--- config.mk ---
export PLATFORM = sky130hd
export DESIGN_NAME = ad9866_spi_responder
export DESIGN_NICKNAME = d
export VERILOG_FILES = /design/src/rtl/ad9866_spi_responder.sv
export SDC_FILE = /design/constraint.sdc
export NUM_CORES = 1
export LEC_CHECK = 0
export CAP_MARGIN = 40
export CORE_MARGIN = 5
export CORE_UTILIZATION = 42
export DETAILED_ROUTE_END_ITERATION = 8
export PLACE_DENSITY_LB_ADDON = 0.2
export SYNTH_ARGS = -nofsm -noshare
export SYNTH_HDL_FRONTEND = slang
export SYNTH_SLANG_ARGS = --single-unit
export TNS_END_PERCENT = 100
--- constraint.sdc ---
create_clock -name clk_ad9866 -period 2.6 [get_ports clk_ad9866]
set_clock_uncertainty 0.1 [all_clocks]
set_input_delay 0.26 -clock clk_ad9866 [delete_from_list [all_inputs] [get_ports clk_ad9866]]
set_output_delay 0.26 -clock clk_ad9866 [all_outputs]
set_load 0.05 [all_outputs]
--- src/rtl/ad9866_spi_responder.sv ---
// AD9866 SPI responder: decodes 16-bit register-write frames into a 32x8 shadow file with per-write strobes.
// Latency: wr_stb rises SYNC_STAGES+1 clk_ad9866 cycles after the raw sen_n rising edge.
// Backpressure: none; the SPI master is never stalled. Optional readback on sdo with AD9866_SPI_READBACK_EN.
module ad9866_spi_responder #(
    parameter int SYNC_STAGES = 2,
    parameter int NREGS       = 32
) (
    input  logic        clk_ad9866,
    input  logic        rst_n,
    input  logic        rffe_ad9866_sen_n,
    input  logic        rffe_ad9866_sclk,
    input  logic        rffe_ad9866_sdio,
    output logic        rffe_ad9866_sdo,
    output logic        wr_stb,
    output logic [4:0]  wr_addr,
    output logic [7:0]  wr_data,
    input  logic [4:0]  rd_addr,
    output logic [7:0]  rd_data,
    output logic [5:0]  rx_gain,
    output logic [3:0]  tx_gain,
    output logic        frame_err,
    output logic [15:0] frame_cnt
);

    typedef enum logic [1:0] {
        IDLE  = 2'd0,
        SHIFT = 2'd1,
        HOLD  = 2'd2,
        ERR   = 2'd3
    } state_t;

    // Synchronizer chains: all three inputs see the same depth so data stays aligned with the sclk edge.
    logic [SYNC_STAGES-1:0] sen_sync_q, sen_sync_d;
    logic [SYNC_STAGES-1:0] sclk_sync_q, sclk_sync_d;
    logic [SYNC_STAGES-1:0] sdio_sync_q, sdio_sync_d;
    logic                   sen_q, sen_d;
    logic                   sclk_q, sclk_d;

    logic sen_s, sclk_s, sdio_s;
    logic rise, sen_fall;

    state_t      state_q, state_d;
    logic [4:0]  bitcnt_q, bitcnt_d;
    logic [15:0] shift_q, shift_d;
    logic [7:0]  shadow_q [NREGS];
    logic [7:0]  shadow_d [NREGS];
    logic        wr_stb_q, wr_stb_d;
    logic [4:0]  wr_addr_q, wr_addr_d;
    logic [7:0]  wr_data_q, wr_data_d;
    logic        frame_err_q, frame_err_d;
    logic [15:0] frame_cnt_q, frame_cnt_d;

`ifdef AD9866_SPI_READBACK_EN
    logic       fall;
    logic       rb_rd_q, rb_rd_d;
    logic [4:0] rb_addr_q, rb_addr_d;
    logic       sdo_q, sdo_d;
    logic [7:0] rb_byte;
    logic [2:0] rb_sel;
`endif

    // Shift each raw input one stage deeper into its synchronizer and keep one extra copy for edge detection.
    always_comb begin
        sen_sync_d  = (sen_sync_q << 1) | SYNC_STAGES'(rffe_ad9866_sen_n);
        sclk_sync_d = (sclk_sync_q << 1) | SYNC_STAGES'(rffe_ad9866_sclk);
        sdio_sync_d = (sdio_sync_q << 1) | SYNC_STAGES'(rffe_ad9866_sdio);
        sen_d       = sen_sync_q[SYNC_STAGES-1];
        sclk_d      = sclk_sync_q[SYNC_STAGES-1];
    end

    assign sen_s    = sen_sync_q[SYNC_STAGES-1];
    assign sclk_s   = sclk_sync_q[SYNC_STAGES-1];
    assign sdio_s   = sdio_sync_q[SYNC_STAGES-1];
    assign rise     = sclk_s & ~sclk_q;
    assign sen_fall = ~sen_s & sen_q;

`ifdef AD9866_SPI_READBACK_EN
    assign fall    = ~sclk_s & sclk_q;
    assign rb_byte = (int'(rb_addr_q) < NREGS) ? shadow_q[rb_addr_q] : 8'h00;
    // bitcnt 8..15 selects byte bits 7..0, so the MSB leaves first.
    assign rb_sel  = 3'(4'd15 - bitcnt_q[3:0]);
`endif

    // Frame FSM: shift on sclk rise, validate framing while sen_n is high, commit writes to the shadow file.
    always_comb begin
        state_d     = state_q;
        bitcnt_d    = bitcnt_q;
        shift_d     = shift_q;
        shadow_d    = shadow_q;
        wr_stb_d    = 1'b0;
        wr_addr_d   = wr_addr_q;
        wr_data_d   = wr_data_q;
        frame_err_d = frame_err_q;
        frame_cnt_d = frame_cnt_q;
`ifdef AD9866_SPI_READBACK_EN
        rb_rd_d   = rb_rd_q;
        rb_addr_d = rb_addr_q;
        sdo_d     = sdo_q;
`endif
        case (state_q)
            IDLE: begin
`ifdef AD9866_SPI_READBACK_EN
                sdo_d = 1'b0;
`endif
                if (sen_fall) begin
                    bitcnt_d = 5'd0;
                    shift_d  = 16'h0000;
                    state_d  = SHIFT;
`ifdef AD9866_SPI_READBACK_EN
                    rb_rd_d  = 1'b0;
`endif
                end
            end
            SHIFT: begin
                if (sen_s) begin
                    // Chip enable released before all 16 bits arrived.
                    frame_err_d = 1'b1;
                    state_d     = IDLE;
                end else if (rise) begin
                    shift_d  = {shift_q[14:0], sdio_s};
                    bitcnt_d = bitcnt_q + 5'd1;
                    if (bitcnt_q == 5'd15) begin
                        state_d = HOLD;
                    end
`ifdef AD9866_SPI_READBACK_EN
                    // The 8th bit completes R/W, width and address.
                    if (bitcnt_q == 5'd7) begin
                        rb_rd_d   = shift_q[6];
                        rb_addr_d = {shift_q[3:0], sdio_s};
                    end
`endif
                end
`ifdef AD9866_SPI_READBACK_EN
                else if (fall && rb_rd_q && (bitcnt_q >= 5'd8)) begin
                    sdo_d = rb_byte[rb_sel];
                end
`endif
            end
            HOLD: begin
                if (rise) begin
                    // A 17th clock makes the frame overlong.
                    frame_err_d = 1'b1;
                    state_d     = ERR;
                end else if (sen_s) begin
                    if (shift_q[14:13] != 2'b00) begin
                        frame_err_d = 1'b1;
                    end else if (!shift_q[15]) begin
                        if (int'(shift_q[12:8]) < NREGS) begin
                            shadow_d[shift_q[12:8]] = shift_q[7:0];
                        end
                        wr_stb_d    = 1'b1;
                        wr_addr_d   = shift_q[12:8];
                        wr_data_d   = shift_q[7:0];
                        frame_cnt_d = frame_cnt_q + 16'd1;
                    end
                    state_d = IDLE;
                end
            end
            ERR: begin
                if (sen_s) begin
                    state_d = IDLE;
                end
            end
            default: state_d = IDLE;
        endcase
    end

    // State register; every flop clears on reset, including the shadow file.
    always_ff @(posedge clk_ad9866 or negedge rst_n) begin
        if (!rst_n) begin
            sen_sync_q  <= '0;
            sclk_sync_q <= '0;
            sdio_sync_q <= '0;
            sen_q       <= 1'b0;
            sclk_q      <= 1'b0;
            state_q     <= IDLE;
            bitcnt_q    <= 5'd0;
            shift_q     <= 16'h0000;
            for (int i = 0; i < NREGS; i++) begin
                shadow_q[i] <= 8'h00;
            end
            wr_stb_q    <= 1'b0;
            wr_addr_q   <= 5'd0;
            wr_data_q   <= 8'h00;
            frame_err_q <= 1'b0;
            frame_cnt_q <= 16'h0000;
`ifdef AD9866_SPI_READBACK_EN
            rb_rd_q     <= 1'b0;
            rb_addr_q   <= 5'd0;
            sdo_q       <= 1'b0;
`endif
        end else begin
            sen_sync_q  <= sen_sync_d;
            sclk_sync_q <= sclk_sync_d;
            sdio_sync_q <= sdio_sync_d;
            sen_q       <= sen_d;
            sclk_q      <= sclk_d;
            state_q     <= state_d;
            bitcnt_q    <= bitcnt_d;
            shift_q     <= shift_d;
            shadow_q    <= shadow_d;
            wr_stb_q    <= wr_stb_d;
            wr_addr_q   <= wr_addr_d;
            wr_data_q   <= wr_data_d;
            frame_err_q <= frame_err_d;
            frame_cnt_q <= frame_cnt_d;
`ifdef AD9866_SPI_READBACK_EN
            rb_rd_q     <= rb_rd_d;
            rb_addr_q   <= rb_addr_d;
            sdo_q       <= sdo_d;
`endif
        end
    end

`ifdef AD9866_SPI_READBACK_EN
    assign rffe_ad9866_sdo = sdo_q;
`else
    assign rffe_ad9866_sdo = 1'b0;
`endif

    assign wr_stb    = wr_stb_q;
    assign wr_addr   = wr_addr_q;
    assign wr_data   = wr_data_q;
    assign frame_err = frame_err_q;
    assign frame_cnt = frame_cnt_q;
    assign rd_data   = (int'(rd_addr) < NREGS) ? shadow_q[rd_addr] : 8'h00;
    assign rx_gain   = shadow_q[9][5:0];
    assign tx_gain   = shadow_q[10][3:0];

endmodule

==> flow_results.org <==
** Timing
- For the finished layout, the period the worst path requires is 2.77 ns.
- Worst hold margin :: 0.0800 ns
- Finish-stage setup viols :: 8
- Setup repair after global routing could not meet its margin everywhere.
- Once routing completed, OpenROAD measured the worst setup slack at -0.174 ns.
- Derived from the worst setup path, the maximum achievable clock frequency is 361 MHz.
- For the pin with the worst max-slew slack, the measured transition is 0.765 ns.
- After layout, the worst path uses 107% of the clock period.
- Hold Fails Final Rpt :: 0
- The total count of max-transition violations in the final report is 0.
- Slew HR :: 49.0%

** Placed design
- Worst setup timing slack at the placement stage :: -0.0685 ns
- Including well taps, the total number of placed cells is 1,419.
- In this run the tool buffered the top-level ports with 58 buffer cells.
- Once placement finished, the instance area stood at 15,800 um^2.
- Routability-driven placement finished with a final weighted congestion of 0.748.
- Summed over all nets, the half-perimeter wirelength after detailed placement is 22,200 um.

** Critical path
- The critical path in this run is classified as flop to primary output.
- Measured in cells, the most critical reg-to-reg path has a length of 4.
- On the critical path, the stage with the largest delay is an instance of mux4_2.
- The worst setup path is captured at a primary output.
- For flop-to-flop paths, the worst setup slack is 0.13 ns.
- Broken down by cell family, the worst path's largest delay share belongs to multiplexers.
- Worst-path maximum fanout :: 2
- Worst-path cell chain :: mux4_2, mux4_2, mux2_4, buf_6
- Longest individual stage delay on the worst path :: 0.51 ns
- The cell that appears most often on the critical path is mux4_2.
- Signal arrival time at the worst endpoint :: 2.41 ns
- For the worst setup path, the data required time is 2.24 ns.
- In this run the critical register-to-register path is captured at shadow_q[31].
- Startpoint of the worst-slack reg-to-reg timing path :: shift_q[13]
- The number of buffers and inverters on the critical path is 1.
- STA classifies the critical path startpoint as a flop.

** Hold path
- Hold EP :: sclk_sync_q[0]
- Beginning of the worst hold path :: rffe_ad9866_sclk
- Counting instances, the worst hold path has a depth of 1.
- The worst hold path belongs to the class primary input to flop.

** Global routing
- The via count of the first global-routing pass is 8,572.
- Global routing used 17.9% of the available tracks across all layers.
- The first global-routing pass estimated 53,400 um of wire.
- For this run the aggregate overflow at the end of global routing stands at 0.
- Largest net degree at the start of global routing :: 61
- The number of antenna violations at the first check in global routing is 0.

** Synthesis
- Sequential-to-total area share from yosys stat :: 55.6%
- The synthesized design contains 318 register bits.
- Synthesized area :: 14,300 um^2
- In this run, synthesis inferred 0 flip-flops with an integrated enable.
- During synthesis, Yosys emitted a total of 0 warnings.
- In this run, distinct cell masters in the synthesized netlist total 46.
- Gate Count Post-Synth :: 929
- The average instance in the mapped netlist occupies 15.4 um^2.
- Synthesis produced a netlist with a net count of 942.
- Async set-reset flop share out of synthesis :: 100%
- The most used flip-flop cell after synthesis is dfrtp_1.

** Route
- In the routed design, unresolved DRC markers number 0.
- Number of nets with antenna violations after detailed routing :: 0
- Using the TritonRoute via totals, the vias-per-cell ratio works out to 5.49.
- Final routed wire length divided by cell count :: 22.4 um
- The final route contains 8,129 vias.
- In this run, the number of DRC markers left after iteration 0 of detailed routing was 395.
- After detailed routing, the total wire length is 33,300 um.
- Pre-antenna DRT Iters :: 4

** CTS
- Clock-pin slew was measured on the worst setup and hold paths at 0.06 ns.
- Num CTS Buffers :: 35
- CTS sink cnt :: 318
- Library cell used as clock root buffer :: clkbuf_16
- TritonCTS built the clock tree.
- The clock tree synthesis step divided the H-tree into 2 levels.
- Insertion delay to the later sink of the worst-skew pair :: 0.51 ns
- The longest clock path from root to sink contains 3 buffers.

** Pwr
- For this design the static power due to leakage is 0.00801 uW.
- The worst-case IR drop observed on VDD is 420 uV.
- Summing internal, switching and leakage power gives 10,300 uW.
- Dividing total power by cell area gives a power density of 606 nW/um^2.

** Final layout
- Relative to the synthesized area, the layout overhead comes to 18.6%.
- Fraction of layout instances using a drive strength above 1 :: 46.9%
- The number of antenna diodes in the final layout is 0.
- Total Nets Final :: 1,023
- The finished layout holds 1,482 standard cells, fillers aside.
- In the layout the commonest cells are dfrtp_1, mux2_2, mux4_2.
- Final Cell Area :: 17,000 um^2
- Most common library cell in the layout ignoring fill and taps :: dfrtp_1

** Floorplan
- The die covers 37,900 um^2.
- In this run the standard cell core region covers 33,600 um^2.
- The initialized floorplan defines 67 standard-cell rows.
- Total I/O pin count :: 60
- Initial standard-cell utilization of the core :: 42.6%
- Measured along the x axis, the die boundary spans 195 um.
- From bottom edge to top edge, the die measures 195 um.

** Status
- Result of the run :: complete, but fails checks
- The checks that failed: setup timing.

** Job
- Maximum Capacitance Violations :: 0
==> cells by family (layout without fill, tap and decap cells) <==
kind of cell | after synthesis | after routing | share of synthesized area, %
XOR/XNOR | 16 | 16 | 0.979
buffers and inverters | 80 | 185 | 2.66
AO/OA/AOI/OAI | 29 | 29 | 1.56
adder cells (fa/ha/maj) | 3 | 3 | 0.262
other | 1 | 1 | 0.0262
flip-flops | 318 | 318 | 55.6
multiplexers | 345 | 345 | 33.4
AND/OR/NAND/NOR | 137 | 137 | 5.48
==> where the power goes <==
group | leakage [uW] | internal (uW) | total [uW] | switching, uW
logic | 0.00302 | 132 | 382 | 250
clock network | 0.000576 | 2930 | 4910 | 1980
registers | 0.00442 | 4970 | 5000 | 26.8
total | 0.00801 | 8030 | 10300 | 2260
==> how the worst max path moves through the flow <==
stage            startpoint  cells after the start  slack [ns]         end
2_1_floorplan    rd_addr[2]                      5        0.16  rd_data[0]
3_3_place_gp     rd_addr[1]                      6       -0.03  rd_data[7]
3_5_place_dp     rd_addr[1]                      6       -0.07  rd_data[7]
4_1_cts        shadow_q[86]                      4       -0.21  rd_data[6]
5_1_grt        shadow_q[86]                      4       -0.23  rd_data[6]
6_report       shadow_q[86]                      4       -0.17  rd_data[6]
==> repair_timing <==
| item | 4_1_cts | 5_1_grt |
|---|---|---|
| setup buffers | 1 | 0 |
| resized for setup | 9 | 1 |
| hold buffers | 1 | 0 |
| setup endpoints to repair | 8 | 31 |
| endpoints found under the hold margin | 52 | 0 |
==> per-layer routing <==
layer  up-vias  wire [um]  global-route usage, %
met5         -          0                      0
met4         0        510                   3.98
met3        36       1330                   2.70
met2       141      16200                   29.0
met1      4370      15200                   25.9
li1       3582          -                      -
==> Yosys cell counts, drive strengths merged, types with 2 or more instances <==
cell type / n / area share (%)
a22o: 18 / 1.1
buf: 33 / 1.4
inv: 6 / 0.16
nand4: 7 / 0.31
ha: 3 / 0.26
nor4: 6 / 0.39
o21ai: 6 / 0.21
xor2: 8 / 0.49
nand4b: 2 / 0.12
nor4b: 2 / 0.21
nand2: 62 / 1.6
and3: 3 / 0.13
mux4: 80 / 13
nand3: 7 / 0.24
xnor2: 8 / 0.49
nor2b: 6 / 0.26
clkbuf: 40 / 1.0
nor3: 7 / 0.24
dfrtp: 318 / 56
or4: 3 / 0.16
mux2: 265 / 21
nor2: 21 / 1.1
nand2b: 3 / 0.13
==> layout make-up <==
cell class                      instances  area [um^2]
Multi-Input combinational cell        531         5990
Inverter                                7         26.3
Fill cell                            2807        16600
Tap cell                              448          561
Clock inverter                         10         90.1
Timing Repair Buffer                  117         1300
Sequential cell                       318         7960
Clock buffer                           51         1060
==> state kept, by name, indices dropped and copies added (netlist names) <==
register	flops
sclk_q	1
frame_err	1
frame_cnt	16
state_q	2
sen_sync_q	2
wr_addr	5
bitcnt_q	5
sclk_sync_q	2
wr_data	8
sen_q	1
tx_gain	4
wr_stb	1
sdio_sync_q	2
rx_gain	6
shadow_q	246
shift_q	16
==> stage by stage <==
| stage | utilization, % | TNS (ns) |
|---|---|---|
| after floorplan | - | 0 |
| after global placement | 46.6 | -0.0532 |
| after detailed placement | 46.9 | -0.147 |
| after CTS | 50.5 | -1.56 |
| after global routing | 50.5 | -1.64 |
| final | 50.5 | -1.30 |
Power figures use the tool's default switching activity.
